==> src/rtl/cpu_pkg.sv <==
// Shared CPU definitions: datapath widths, opcodes, writeback FSM states and
// the forwarding-history entry layout.
package cpu_pkg;

    localparam int unsigned DATA_W = 16;
    localparam int unsigned REG_W  = 3;
    localparam int unsigned OP_W   = 3;

    localparam logic [OP_W-1:0] OP_SW = 3'd4;
    localparam logic [OP_W-1:0] OP_LW = 3'd5;
    localparam logic [OP_W-1:0] OP_BR = 3'd6;

    typedef enum logic {
        IDLE,
        WAIT_MEM
    } wb_state_t;

    typedef struct packed {
        logic              valid;
        logic [REG_W-1:0]  tgt;
        logic [DATA_W-1:0] data;
    } hist_entry_t;

endpackage

==> src/rtl/writeback_fwd_if.sv <==
// Writeback-stage bus: instruction slot, memory return, register-file write
// port and forwarding queries. WB_PERF_CNT_EN adds the perf counter outputs.
interface writeback_fwd_if;
    import cpu_pkg::*;

    logic              bubble_in;
    logic [REG_W-1:0]  tgt_in;
    logic [OP_W-1:0]   opcode_in;
    logic [DATA_W-1:0] alu_result;
    logic [DATA_W-1:0] mem_result;
    logic              mem_valid;
    logic              stall_out;
    logic              we;
    logic [REG_W-1:0]  wr_tgt;
    logic [DATA_W-1:0] wr_data;
    logic              mem_err;
    logic [REG_W-1:0]  qa_addr;
    logic [REG_W-1:0]  qb_addr;
    logic              qa_hit;
    logic              qb_hit;
    logic [DATA_W-1:0] qa_data;
    logic [DATA_W-1:0] qb_data;
    logic [REG_W-1:0]  wb_tgt_out;
    logic [DATA_W-1:0] wb_result_out;
`ifdef WB_PERF_CNT_EN
    logic [31:0]       perf_retired;
    logic [31:0]       perf_stall;
`endif

    modport master (
        output bubble_in, tgt_in, opcode_in, alu_result, mem_result, mem_valid,
        output qa_addr, qb_addr,
        input  stall_out, we, wr_tgt, wr_data, mem_err,
        input  qa_hit, qb_hit, qa_data, qb_data, wb_tgt_out, wb_result_out
`ifdef WB_PERF_CNT_EN
        , input perf_retired, perf_stall
`endif
    );

    modport slave (
        input  bubble_in, tgt_in, opcode_in, alu_result, mem_result, mem_valid,
        input  qa_addr, qb_addr,
        output stall_out, we, wr_tgt, wr_data, mem_err,
        output qa_hit, qb_hit, qa_data, qb_data, wb_tgt_out, wb_result_out
`ifdef WB_PERF_CNT_EN
        , output perf_retired, perf_stall
`endif
    );

endinterface

==> src/rtl/fwd_history.sv <==
// Committed-write history (entry 0 youngest) with two priority lookups;
// a write in the current cycle bypasses the history.
module fwd_history
    import cpu_pkg::*;
#(
    parameter int unsigned HIST_DEPTH = 2
) (
    input  logic              clk,
    input  logic              rst,
    input  logic              push,
    input  logic [REG_W-1:0]  push_tgt,
    input  logic [DATA_W-1:0] push_data,
    input  logic [REG_W-1:0]  qa_addr,
    input  logic [REG_W-1:0]  qb_addr,
    output logic              qa_hit,
    output logic [DATA_W-1:0] qa_data,
    output logic              qb_hit,
    output logic [DATA_W-1:0] qb_data,
    output logic [REG_W-1:0]  head_tgt,
    output logic [DATA_W-1:0] head_data
);

    hist_entry_t [HIST_DEPTH-1:0] hist;

    always_ff @(posedge clk or posedge rst) begin
        if (rst) begin
            hist <= '0;
        end else if (push) begin
            for (int unsigned i = 1; i < HIST_DEPTH; i++) begin
                hist[i] <= hist[i-1];
            end
            hist[0] <= '{valid: 1'b1, tgt: push_tgt, data: push_data};
        end
    end

    // Result packs hit into .valid; register 0 never hits.
    function automatic hist_entry_t lookup(
        input logic [REG_W-1:0]          addr,
        input logic                      byp,
        input logic [REG_W-1:0]          byp_tgt,
        input logic [DATA_W-1:0]         byp_data,
        input hist_entry_t [HIST_DEPTH-1:0] h
    );
        hist_entry_t r;
        r = '0;
        if (addr != '0) begin
            if (byp && byp_tgt == addr) begin
                r = '{valid: 1'b1, tgt: addr, data: byp_data};
            end else begin
                for (int unsigned i = 0; i < HIST_DEPTH; i++) begin
                    if (!r.valid && h[i].valid && h[i].tgt == addr) begin
                        r = h[i];
                    end
                end
            end
        end
        return r;
    endfunction

    hist_entry_t res_a;
    hist_entry_t res_b;

    always_comb begin
        res_a = lookup(qa_addr, push, push_tgt, push_data, hist);
        res_b = lookup(qb_addr, push, push_tgt, push_data, hist);
    end

    assign qa_hit    = res_a.valid;
    assign qa_data   = res_a.data;
    assign qb_hit    = res_b.valid;
    assign qb_data   = res_b.data;
    assign head_tgt  = hist[0].valid ? hist[0].tgt : '0;
    assign head_data = hist[0].data;

endmodule

==> src/rtl/writeback_fwd.sv <==
// Writeback stage: result select, load-wait stall FSM with timeout flag, and
// forwarding history. Define WB_PERF_CNT_EN for retired/stall counters.
module writeback_fwd
    import cpu_pkg::*;
#(
    parameter int unsigned     HIST_DEPTH = 2,
    parameter int unsigned     MAX_WAIT   = 15
) (
    input  logic           clk,
    input  logic           rst,
    writeback_fwd_if.slave bus
);

    localparam int unsigned CNT_W = $clog2(MAX_WAIT + 1);
    localparam logic [CNT_W-1:0] CNT_MAX = CNT_W'(MAX_WAIT);

    wb_state_t        state, state_nx;
    logic [CNT_W-1:0] wait_cnt, cnt_nx;
    logic             mem_err, err_nx;
    logic             stall;
    logic             is_load;
    logic             writes;
    logic             we;

    assign is_load = !bus.bubble_in && bus.opcode_in == OP_LW;
    assign writes  = !bus.bubble_in && bus.tgt_in != '0
                     && bus.opcode_in != OP_SW && bus.opcode_in != OP_BR;

    always_ff @(posedge clk or posedge rst) begin
        if (rst) begin
            state    <= IDLE;
            wait_cnt <= '0;
            mem_err  <= 1'b0;
        end else begin
            state    <= state_nx;
            wait_cnt <= cnt_nx;
            mem_err  <= err_nx;
        end
    end

    always_comb begin
        state_nx = state;
        cnt_nx   = wait_cnt;
        err_nx   = mem_err;
        stall    = 1'b0;
        case (state)
            IDLE: begin
                if (is_load && !bus.mem_valid) begin
                    stall    = 1'b1;
                    state_nx = WAIT_MEM;
                    cnt_nx   = CNT_W'(1);
                end
            end
            WAIT_MEM: begin
                if (bus.mem_valid) begin
                    state_nx = IDLE;
                    cnt_nx   = '0;
                end else begin
                    stall = 1'b1;
                    if (wait_cnt == CNT_MAX) begin
                        err_nx = 1'b1;
                    end else begin
                        cnt_nx = wait_cnt + CNT_W'(1);
                    end
                end
            end
            default: state_nx = IDLE;
        endcase
    end

    assign we            = writes && !stall;
    assign bus.we        = we;
    assign bus.stall_out = stall;
    assign bus.wr_tgt    = bus.tgt_in;
    assign bus.wr_data   = (bus.opcode_in == OP_LW) ? bus.mem_result : bus.alu_result;
    assign bus.mem_err   = mem_err;

    fwd_history #(
        .HIST_DEPTH (HIST_DEPTH)
    ) u_hist (
        .clk       (clk),
        .rst       (rst),
        .push      (we),
        .push_tgt  (bus.wr_tgt),
        .push_data (bus.wr_data),
        .qa_addr   (bus.qa_addr),
        .qb_addr   (bus.qb_addr),
        .qa_hit    (bus.qa_hit),
        .qa_data   (bus.qa_data),
        .qb_hit    (bus.qb_hit),
        .qb_data   (bus.qb_data),
        .head_tgt  (bus.wb_tgt_out),
        .head_data (bus.wb_result_out)
    );

`ifdef WB_PERF_CNT_EN
    logic [31:0] perf_retired;
    logic [31:0] perf_stall;

    always_ff @(posedge clk or posedge rst) begin
        if (rst) begin
            perf_retired <= '0;
            perf_stall   <= '0;
        end else begin
            if (!bus.bubble_in && !stall) perf_retired <= perf_retired + 32'd1;
            if (stall)                    perf_stall   <= perf_stall + 32'd1;
        end
    end

    assign bus.perf_retired = perf_retired;
    assign bus.perf_stall   = perf_stall;
`endif

endmodule
==> src/flat_wrapper.sv <==
// flat-port wrapper written by rule: the top's interface ports become plain ports
module writeback_fwd_flat import cpu_pkg::*;
#(
    parameter int unsigned     HIST_DEPTH = 2,
    parameter int unsigned     MAX_WAIT   = 15
)
  (clk, rst, bus_bubble_in, bus_tgt_in, bus_opcode_in, bus_alu_result, bus_mem_result, bus_mem_valid, bus_qa_addr, bus_qb_addr, bus_stall_out, bus_we, bus_wr_tgt, bus_wr_data, bus_mem_err, bus_qa_hit, bus_qb_hit, bus_qa_data, bus_qb_data, bus_wb_tgt_out, bus_wb_result_out);
  writeback_fwd_if bus_i ();
  input  logic clk;
  input  logic rst;
  input wire logic [$bits(bus_i.bubble_in)-1:0] bus_bubble_in;
  input wire logic [$bits(bus_i.tgt_in)-1:0] bus_tgt_in;
  input wire logic [$bits(bus_i.opcode_in)-1:0] bus_opcode_in;
  input wire logic [$bits(bus_i.alu_result)-1:0] bus_alu_result;
  input wire logic [$bits(bus_i.mem_result)-1:0] bus_mem_result;
  input wire logic [$bits(bus_i.mem_valid)-1:0] bus_mem_valid;
  input wire logic [$bits(bus_i.qa_addr)-1:0] bus_qa_addr;
  input wire logic [$bits(bus_i.qb_addr)-1:0] bus_qb_addr;
  output wire logic [$bits(bus_i.stall_out)-1:0] bus_stall_out;
  output wire logic [$bits(bus_i.we)-1:0] bus_we;
  output wire logic [$bits(bus_i.wr_tgt)-1:0] bus_wr_tgt;
  output wire logic [$bits(bus_i.wr_data)-1:0] bus_wr_data;
  output wire logic [$bits(bus_i.mem_err)-1:0] bus_mem_err;
  output wire logic [$bits(bus_i.qa_hit)-1:0] bus_qa_hit;
  output wire logic [$bits(bus_i.qb_hit)-1:0] bus_qb_hit;
  output wire logic [$bits(bus_i.qa_data)-1:0] bus_qa_data;
  output wire logic [$bits(bus_i.qb_data)-1:0] bus_qb_data;
  output wire logic [$bits(bus_i.wb_tgt_out)-1:0] bus_wb_tgt_out;
  output wire logic [$bits(bus_i.wb_result_out)-1:0] bus_wb_result_out;
  assign bus_i.bubble_in = bus_bubble_in;
  assign bus_i.tgt_in = bus_tgt_in;
  assign bus_i.opcode_in = bus_opcode_in;
  assign bus_i.alu_result = bus_alu_result;
  assign bus_i.mem_result = bus_mem_result;
  assign bus_i.mem_valid = bus_mem_valid;
  assign bus_i.qa_addr = bus_qa_addr;
  assign bus_i.qb_addr = bus_qb_addr;
  assign bus_stall_out = bus_i.stall_out;
  assign bus_we = bus_i.we;
  assign bus_wr_tgt = bus_i.wr_tgt;
  assign bus_wr_data = bus_i.wr_data;
  assign bus_mem_err = bus_i.mem_err;
  assign bus_qa_hit = bus_i.qa_hit;
  assign bus_qb_hit = bus_i.qb_hit;
  assign bus_qa_data = bus_i.qa_data;
  assign bus_qb_data = bus_i.qb_data;
  assign bus_wb_tgt_out = bus_i.wb_tgt_out;
  assign bus_wb_result_out = bus_i.wb_result_out;
  writeback_fwd #(.HIST_DEPTH(HIST_DEPTH), .MAX_WAIT(MAX_WAIT)) u_core (.clk(clk), .rst(rst), .bus(bus_i));
endmodule
==> config.mk <==
export PLATFORM = sky130hd
export DESIGN_NAME = writeback_fwd_flat
export DESIGN_NICKNAME = d
export VERILOG_FILES = /design/src/rtl/cpu_pkg.sv /design/src/rtl/writeback_fwd_if.sv /design/src/rtl/fwd_history.sv /design/src/rtl/writeback_fwd.sv /design/src/flat_wrapper.sv
export SDC_FILE = /design/constraint.sdc
export NUM_CORES = 1
export LEC_CHECK = 0
export ABC_AREA = 1
export CAP_MARGIN = 20
export CORE_MARGIN = 4
export CORE_UTILIZATION = 47
export CTS_CLUSTER_SIZE = 12
export DETAILED_ROUTE_END_ITERATION = 8
export GPL_TIMING_DRIVEN = 0
export PLACE_DENSITY = 0.81
export SLEW_MARGIN = 5
export SYNTH_ARGS = -nofsm -noshare
export SYNTH_HDL_FRONTEND = slang
export SYNTH_HIERARCHICAL = 1
export SYNTH_SLANG_ARGS = --single-unit
==> constraint.sdc <==
create_clock -name clk -period 2.66 [get_ports clk]
set_input_delay 0.532 -clock clk [delete_from_list [all_inputs] [get_ports clk]]
set_output_delay 0.532 -clock clk [all_outputs]
set_load 0.03 [all_outputs]
# Word-level counts from Yosys, hierarchy flattened
# Cells that the tools add are included.
# word_totals
reg_bits	46
in_bits	48
output_inout_bits	75
elab_cells	69
# op_classes
addsub	1
eq_ne	12
n_mux	21
n_bitwise	2
n_reduce_logical	24
# ops
cell	count
20-bit two-way mux	12
3-bit == test	6
16-bit two-way mux	1
1-bit logical AND	14
4-bit two-way mux	3
3-bit != test (second input constant)	3
3-bit nonzero test	3
4-bit one-hot mux with 2 select lines	1
1-bit logical NOT	5
4-bit by 1-bit adder with 4-bit output (second input constant)	1
4-bit == test (second input constant)	1
3-bit == test (second input constant)	1
3-bit two-way mux	1
3-bit AND reduction	1
1-bit two-way mux	2
2-bit by 1-bit != test with 1-bit output (second input constant)	1
1-bit inverter	2
1-bit one-hot mux with 2 select lines	1
2-bit AND reduction	1

# Logic depth before layout (Yosys ltp)
# Gate-level depths: netlist of the first run.
# logic_depth
word_depth	16
depth_mapped	13

# Modules after synthesis
# Netlist of the first run, hierarchy kept.
# modules_own_cells
mod	instances	cells_per_inst	area_per_inst_um2	seq_area_each_um2
fwd_history	1	490	3231.8	1001.0
writeback_fwd	1	102	586.8	150.1

# Worst setup path before layout of the first run
# OpenSTA, ideal clock, no wires.
# synth_timing
kind	input to output
from	in bus_opcode_in[2]
to	out bus_qa_data[0]
t_arrival_ps	2728
path_slack_ps	-600
stages	12
cell_sequence	nand2_2 > nor2_8 > nand2_2 > nand2_1 > nor2_1 > buf_4 > o21ai_2 > nor2_4 > nand2_2 > nand2_1 > inv_1 > a21oi_1
# synth_between
elab_chain_len	10
word_cells_on_any_way	15
# synth_lines
element	line_no	source
start: declaration	flat_wrapper.sv:13	input wire logic [$bits(bus_i.opcode_in)-1:0] bus_opcode_in;
3-bit == test	writeback_fwd.sv:25	assign is_load = !bus.bubble_in && bus.opcode_in == OP_LW;
1-bit logical AND	writeback_fwd.sv:25	
1-bit logical AND	writeback_fwd.sv:48	if (is_load && !bus.mem_valid) begin
1-bit two-way mux	writeback_fwd.sv:48	
1-bit one-hot mux with 2 select lines	writeback_fwd.sv:46	case (state)
named net bus_stall_out	flat_wrapper.sv:19	output wire logic [$bits(bus_i.stall_out)-1:0] bus_stall_out;
1-bit logical NOT	writeback_fwd.sv:71	assign we = writes && !stall;
1-bit logical AND	writeback_fwd.sv:71	
named net bus_we	flat_wrapper.sv:20	output wire logic [$bits(bus_i.we)-1:0] bus_we;
1-bit logical AND	fwd_history.sv:47	if (byp && byp_tgt == addr) begin
20-bit two-way mux	fwd_history.sv:47	
20-bit two-way mux	fwd_history.sv:46	if (addr != '0) begin
end: declaration	flat_wrapper.sv:26	output wire logic [$bits(bus_i.qa_data)-1:0] bus_qa_data;
# The timed path passes the listed nets, and every way through them passes these cells.

# Worst setup path after layout of the first run
# layout_timing
from	in bus_qb_addr[2]
to	out bus_qb_data[2]
# layout_between
elab_chain_len	11
word_cells_on_any_way	15
# layout_lines
element	line_no	source
start: declaration	flat_wrapper.sv:18	input wire logic [$bits(bus_i.qb_addr)-1:0] bus_qb_addr;
3-bit == test	fwd_history.sv:51	if (!r.valid && h[i].valid && h[i].tgt == addr) begin
1-bit logical AND	fwd_history.sv:51	
20-bit two-way mux	fwd_history.sv:51	
20-bit two-way mux	fwd_history.sv:47	
20-bit two-way mux	fwd_history.sv:46	
1-bit logical NOT	fwd_history.sv:51	
1-bit logical AND (2 in a row)	fwd_history.sv:51	
20-bit two-way mux	fwd_history.sv:51	
20-bit two-way mux	fwd_history.sv:47	
20-bit two-way mux (*)	fwd_history.sv:46	
end: declaration	flat_wrapper.sv:27	output wire logic [$bits(bus_i.qb_data)-1:0] bus_qb_data;
# Every way passes the cells marked *; elsewhere a longest branch is shown, timed or not. The select of a mux whose other input is x is not followed.

==> results of run 1 <==
==> worst max path at each step <==
| stage | start | end | slack, ps | depth (start not counted) |
|---|---|---|---|---|
| after floorplan | bus_opcode_in[2] | bus_qa_data[10] | 20 | 13 |
| after global placement | bus_opcode_in[0] | bus_qa_data[15] | -1200 | 14 |
| after detailed placement | bus_opcode_in[0] | bus_qa_data[10] | -1210 | 14 |
| after CTS | bus_opcode_in[2] | bus_wr_data[0] | 0.5 | 9 |
| after global routing | bus_qb_addr[2] | bus_qb_data[5] | -50 | 12 |
| final | bus_qb_addr[2] | bus_qb_data[2] | -2 | 12 |
==> Yosys cell counts (5+ instances only) <==
library cell,number,area [µm²]
a21oi_2,16,140
clkbuf_1,8,30.0
buf_6,7,78.8
buf_2,5,25.0
inv_2,10,37.5
nand3_1,78,390
a21oi_1,21,105
o21ai_0,45,225
nand2_1,212,796
inv_1,68,255
nand3_2,5,50.1
nor2_4,7,78.8
dfrtp_1,46,1150
nand3b_1,5,37.5
nor2_1,11,41.3
nand2_2,8,50.1
buf_4,23,173
==> routing by layer <==
metal	GRT usage [%]	vias up	wire (µm)
met5	0	-	0
met4	8.19	0	424
met3	5.07	47	1430
met2	48.0	295	6770
met1	35.0	2176	5360
li1	-	2168	-
==> cell type report <==
cell class                      count  area share (%)
Tap cell                          102            2.21
Clock buffer                        7            1.50
Multi-Input combinational cell    422            39.9
Timing Repair Buffer              150            24.8
Inverter                           79            5.27
Buffer                             45            6.26
Sequential cell                    46            19.9
Clock inverter                      1          0.0867
==> state kept, by name, indices dropped and copies added, names as in the netlist <==
name	flops
u_core/u_hist/hist	24
u_core/bus.mem_err	1
u_core/wait_cnt	4
u_core/state	1
u_core/u_hist/head_data	16
==> critical path: stages <==
cell,delay [ps]
dlygate4sd2_1,260
inv_1,110
nand2_1,70
nand2_1,90
nor2_4,210
buf_4,150
buf_6,110
nand3_1,70
nand2_1,100
inv_1,70
a21oi_2,190
buf_6,160
==> kinds of logic (layout without fill, tap and decap cells) <==
group | after synthesis | in the layout | synth area share (%)
AND/OR/NAND/NOR | 333 | 333 | 39.9
buffers and inverters | 124 | 282 | 16.0
AO/OA/AOI/OAI | 87 | 87 | 13.3
flip-flops | 46 | 46 | 30.1
adder cells (fa/ha/maj) | 1 | 1 | 0.328
XOR/XNOR | 1 | 1 | 0.229
==> per-stage QoR <==
stage	util, %	cell area [µm²]	total power [mW]
final	74.0	5770	2.96
after global routing	74.0	5770	3.11
after CTS	71.5	5580	2.87
after detailed placement	68.2	5320	2.39
after global placement	67.9	5300	2.36
after floorplan	-	3950	1.85
==> power groups by stage <==
stage	sequential (mW)	clock, mW	combinational [mW]
2_1_floorplan	0.919	0	0.932
3_3_place_gp	0.956	0	1.41
3_5_place_dp	0.960	0	1.43
4_1_cts	0.948	0.456	1.46
5_1_grt	0.972	0.487	1.65
6_report	0.959	0.453	1.55
==> repair_timing <==
| action | CTS | global route |
|---|---|---|
| gates cloned | 1 | 0 |
| hold buffers | 0 | 0 |
| buffers inserted | 20 | 6 |
| pin swaps | 15 | 16 |
| endpoints found under the setup margin | 52 | 41 |
| resized for setup | 259 | 84 |
==> flow_metrics.tcl, run 1 <==
set metrics [dict create \
    status "complete, but fails checks" \
    violations "negative setup slack" \
    slew_headroom_pct 60.7 \
    most-common-layout-cells "nand2_1, nand3_1, clkdlybuf4s50_1, inv_1, buf_4" \
    drc 0 \
    cts_root_buf "clkbuf_8" \
    seq_power_share_pct 32.4 \
    synthDistinctLibCells 30 \
    leakage_nw 3.03 \
    syn_avg_cell_area_um2 6.45 \
    p_int_mw 1.66 \
    fin_worst_skew_ps 8.46 \
    setup_viol 1 \
    r2r_end "u_core/u_hist/head_data[3]" \
    min_period_ps 2660 \
    yosysSeqAreaShare_pct 30.1 \
    cts_tree "done" \
    grt_pass1_wl_um 21800 \
    diodes 0 \
    critical_path_arrival_ps 2130 \
    syn_nets 641 \
    gp_congestion 0.905 \
    hp-class "in -> async" \
    fmax_mhz 376 \
    crit_path_start_kind "input pin" \
    final_common_cell "nand2_1" \
    ios 123 \
    grt.total_usage_pct 27.6 \
    hold_viol 0 \
    crit_fanout 6 \
    die_y_um 98.1 \
    cts_made_buffers 5 \
    synthArstFlopShare_pct 100 \
    dp_cells 817 \
    timing.final.crit_share_pct 100 \
    grt_pass1_vias 4533 \
    area.growth.synth_to_final_pct 51.2 \
    power.density_mw_per_mm2 513 \
    seqCellArea_mm2 0.00115 \
    reg2reg_depth 10 \
    layout-drive-gt1-share_pct 28.8 \
    initial_core_util_pct 48.9 \
    drtIter0Drc 477 \
    crit_required_ps 2130 \
    whs_ps 463 \
    pwr-share-clk_pct 15.3 \
    cts.htree.levels 2 \
    comb_power_share_pct 52.3 \
    multiInputGateArea_mm2 0.00231 \
    ir_drop_mv 0.272 \
    reg2reg_slack_ps 680 \
    vias_per_cell 5.50 \
    ant_nets 0 \
    switchingPower_mw 1.30 \
    layout.cells.non_filler 852 \
    clkTransAtPathRegs_ps 90 \
    rsz0062_at_grt "yes" \
    setup_tns_ps -1.60 \
    n_fill_cell 638 \
    r2r_start "u_core/state" \
    setup_slack_ps -1.60 \
    dieArea_mm2 0.00963 \
    swShare_pct 44.0 \
    worstMarginPinSlew_ps 589 \
    rows 32 \
    clk_latency_ps 310 \
    synth_edf_count 0 \
    hpwlAfterDp_um 9500 \
    grt_overflow 0 \
    synth-seq-cells 46 \
    vias 4686 \
    drv_slew 0 \
    ys.warnings.count 6 \
    synth_ff_type "dfrtp_1" \
    grt_max_degree 36 \
    portBuffers 122 \
    drt_first_pass_iters 6 \
    core_mm2 0.00781 \
    drt-total-wl_um 14000 \
    worstSetupPathType "in -> out" \
    cts.path.max_buffers 2 \
    synth_area_mm2 0.00382 \
    syn_inst 592 \
    wl_per_cell_um 16.4 \
    die_w_um 98.1 \
    drv_cap 0 \
    cts_sinks 46 \
    antenna_found_initial 0 \
    cp-end-kind "output pin" \
    preCtsSetupSlack_ps -1210 \
    layout.nets 798 \
]
Note: power is estimated with default switching activity, not from simulation.
==> run 2, diff against run 1 <==
clock period = 2.7 ns   (was 2.66 ns; I/O delays follow)
==> flow_metrics.tcl, run 2 (same netlist as run 1, synthesis figures left out) <==
set metrics [dict create \
    status "finished, final reports clean" \
    worstMarginPinSlew_ps 614 \
    clk_latency_ps 300 \
    whs_ps 482 \
    setup_viol 0 \
    drt_first_pass_iters 5 \
    cp-end-kind "output pin" \
    crit_path_start_kind "input pin" \
    power.density_mw_per_mm2 508 \
    crit_required_ps 2160 \
    cts_sinks 46 \
    crit_fanout 8 \
    rows 32 \
    drc 0 \
    cts.htree.levels 2 \
    portBuffers 122 \
    cts_made_buffers 5 \
    drv_slew 0 \
    diodes 0 \
    drv_cap 0 \
    slowest_stage "nor2_4" \
    cts_tree "done" \
    vias 4661 \
    critical_path_arrival_ps 2090 \
    critPathMaxStageDelay_ps 190 \
    leakage_nw 2.98 \
    drt-total-wl_um 14000 \
    path_buf_inv 5 \
    ir_drop_mv 0.272 \
    layout.nets 798 \
    dieArea_mm2 0.00963 \
    fmax_mhz 380 \
    multiInputGateArea_mm2 0.00228 \
    hold_viol 0 \
    rsz0062_at_grt "yes" \
    seqCellArea_mm2 0.00115 \
    cts_root_buf "clkbuf_8" \
    hp-class "in -> async" \
    n_fill_cell 664 \
    grt.total_usage_pct 28.6 \
    ant_nets 0 \
    grt_pass1_wl_um 22600 \
    area.growth.synth_to_final_pct 49.2 \
    clkTransAtPathRegs_ps 90 \
    path_delay_family "buffers and inverters" \
    initial_core_util_pct 48.9 \
    hpwlAfterDp_um 9730 \
    slew_headroom_pct 59.0 \
    final_common_cell "nand2_1" \
    setup_tns_ps 0 \
    fin_worst_skew_ps 6.09 \
    most-common-layout-cells "nand2_1, nand3_1, clkdlybuf4s50_1, inv_1" \
    worstSetupPathType "in -> out" \
    largest_reg_flops 24 \
    regMostFlops "u_core/u_hist/hist" \
    die_y_um 98.1 \
    dp_cells 817 \
    layout.cells.non_filler 852 \
    timing.final.crit_share_pct 97.5 \
    grt_pass1_vias 4615 \
    core_mm2 0.00781 \
    gp_congestion 0.910 \
    grt_max_degree 35 \
    power.total_mw 2.90 \
    grt_overflow 0 \
    drtIter0Drc 333 \
    vias_per_cell 5.47 \
    path_cells "buf_8 > a21oi_4 > o31ai_4 > nor2_4 > buf_6 > o21ai_4 > nor2_4 > nand2_4 > buf_16 > nand2_4 > inv_2 > a21oi_4 > buf_6" \
    final_util_pct 73.0 \
    min_period_ps 2630 \
    cts.path.max_buffers 2 \
    die_w_um 98.1 \
    wl_per_cell_um 16.4 \
    layout-drive-gt1-share_pct 27.9 \
    ios 123 \
    antenna_found_initial 0 \
    reg2reg_slack_ps 700 \
]
## run 2: final cells by class
class                           count  area share, %
Clock buffer                        6           1.45
Buffer                             45           6.41
Sequential cell                    46           20.2
Tap cell                          102           2.24
Clock inverter                      2          0.220
Multi-Input combinational cell    422           40.0
Timing Repair Buffer              150           24.3
Inverter                           79           5.20
## run 2: worst paths after layout
kind	cells after the start	start	end
worst max-delay path	13	bus_opcode_in[2]	bus_qa_data[13]
worst min-delay path	2	rst	u_core/u_hist/hist[18]
worst max register to register	9	u_core/state	u_core/u_hist/head_data[4]
worst min register to register	1	u_core/bus.mem_err	u_core/bus.mem_err
max in group asynchronous	3	rst	u_core/u_hist/hist[27]
min in group clk	1	u_core/bus.mem_err	u_core/bus.mem_err
## run 2: through the flow
step / setup WS [ps] / cell area [µm²]
after floorplan: 10.7 / 3940
after global placement: -1100 / 5290
after detailed placement: -1160 / 5310
after CTS: 1.99 / 5630
after global routing: -7.68 / 5700
final: 66.6 / 5700
## run 2: where the power goes
part / switching, mW / internal, mW / total [mW]
combinational: 0.902 / 0.603 / 1.50
sequential: 0.135 / 0.805 / 0.941
clock: 0.247 / 0.206 / 0.453
total: 1.28 / 1.61 / 2.90
## run 2: routing by layer
metal  global-route usage, %  routed length [µm]  vias up  part of all wire (%)
li1                        -                   -     2156                     -
met1                    36.5                5400     2154                    39
met2                    48.0                6800      296                    49
met3                    5.64                1360       55                   9.7
met4                    10.8                 439        0                   3.1
met5                       0                   0        -                     0
## run 2: what timing repair did
action | CTS | global route
gates cloned | 3 | 0
setup buffers | 22 | 2
endpoints found under the setup margin | 52 | 35
resized for setup | 260 | 47
pin swaps | 16 | 15
hold endpoints to repair | 0 | 0
hold buffers | 0 | 0
==> run 3, diff against run 2 <==
GPL_TIMING_DRIVEN = 1   (was 0)
==> flow_metrics.tcl, run 3 (same netlist as run 1, synthesis figures left out) <==
set metrics [dict create \
    gp_congestion 0.903 \
    dieArea_mm2 0.00963 \
    layout-drive-gt1-share_pct 29.1 \
    crit_start "bus_tgt_in[1]" \
    antenna_found_initial 0 \
    crit_required_ps 2160 \
    cp-end-kind "output pin" \
    ant_nets 0 \
    n_fill_cell 574 \
    seqCellArea_mm2 0.00115 \
    drtIter0Drc 479 \
    hold_buffers 0 \
    cts.htree.levels 2 \
    vias_per_cell 5.47 \
    hp-class "in -> async" \
    wl_per_cell_um 16.4 \
    slew_headroom_pct 63.9 \
    min_period_ps 2640 \
    initial_core_util_pct 48.9 \
    area.growth.synth_to_final_pct 50.5 \
    power.density_mw_per_mm2 502 \
    die_w_um 98.1 \
    worstMarginPinSlew_ps 542 \
    fin_worst_skew_ps 6.81 \
    drv_cap 0 \
    r2r_start "u_core/state" \
    cts_made_buffers 5 \
    fin_area_mm2 0.00575 \
    multiInputGateArea_mm2 0.00227 \
    cts_tree "done" \
    hpwlAfterDp_um 9700 \
    worstSetupPathType "in -> out" \
    clkTransAtPathRegs_ps 90 \
    final_util_pct 73.6 \
    largest_reg_flops 24 \
    final_common_cell "nand2_1" \
    crit_path_start_kind "input pin" \
    grt_overflow 0 \
    regMostFlops "u_core/u_hist/hist" \
    drt_first_pass_iters 5 \
    timing.final.crit_share_pct 97.6 \
    rows 32 \
    dpl_cell_area_mm2 0.00543 \
    setup_viol 0 \
    drc 0 \
    core_mm2 0.00781 \
    hold_viol 0 \
    vias 4621 \
    most-common-layout-cells "nand2_1, buf_4, nand3_1, inv_1, clkdlybuf4s50_1" \
    grt_pass1_vias 4594 \
    ir_drop_mv 0.280 \
    drv_slew 0 \
    cts_sinks 46 \
    crit_fanout 5 \
    clk_latency_ps 310 \
    diodes 0 \
    fmax_mhz 379 \
    die_y_um 98.1 \
    status "finished, final reports clean" \
    layout.nets 791 \
    grt_pass1_wl_um 21900 \
    cts.path.max_buffers 2 \
    cts_root_buf "clkbuf_8" \
    portBuffers 122 \
    leakage_nw 3.00 \
    grt.total_usage_pct 28.0 \
    drt-total-wl_um 13800 \
    critical_path_arrival_ps 2100 \
    grt_max_degree 41 \
    ios 123 \
]
## run 3: cell type report
class	count	area share, %
flip-flops and latches	46	20.0
clock buffers	6	1.26
repair buffers	188	31.5
well taps	102	2.22
multi-input cells	422	39.6
clock inverters	2	0.239
inverters	79	5.16
## run 3: final timing paths
path	cells after the start	slack, ps	end
worst max-delay path	13	60	bus_qb_data[15]
worst max register to register	10	680	u_core/u_hist/hist[35]
worst min register to register	1	470	u_core/bus.mem_err
max in group asynchronous	3	1630	u_core/u_hist/head_data[9]
min in group clk	1	470	u_core/bus.mem_err
worst min-delay path	2	470	u_core/wait_cnt[1]
## run 3: routing by layer
layer  wire length (µm)  up-vias  GRT usage [%]
met5                  0        -              0
met4                425        0           10.3
met3               1240       52           4.86
met2               6920      268           49.9
met1               5230     2154           33.7
li1                   -     2147              -
## run 3: critical path: stages
cell and delay, ps:
clkdlybuf4s15_1 250, buf_4 150, inv_1 70, nand2_1 60, nand2_1 60, nor2_2 150
nand2_4 100, buf_12 150, buf_12 120, nand2_2 60, inv_1 50, a21oi_2 170
buf_6 150
## run 3: metrics by stage
| step | total power, mW | setup slack [ps] | hold WS (ps) | cells | setup TNS [ps] |
|---|---|---|---|---|---|
| finish | 2.89 | 64.2 | 469 | 845 | 0 |
| global route | 3.03 | -7.93 | 485 | 845 | -8.22 |
| CTS | 2.86 | 4.64 | 475 | 844 | 0 |
| detailed placement | 2.38 | -354 | 458 | 829 | -9890 |
| global placement | 2.35 | -285 | 454 | 829 | -7510 |
| floorplan | 1.82 | 10.7 | 331 | 592 | 0 |
## run 3: timing repair
item                       CTS  global route
setup endpoints to repair   35            33
pin swaps                    9            10
setup buffers                4             1
cloned                       3             0
gates resized for setup     51            31
## run 3: power breakdown
group	switching (mW)	internal (mW)
combinational	0.897	0.616
clock	0.248	0.183
sequential	0.138	0.805
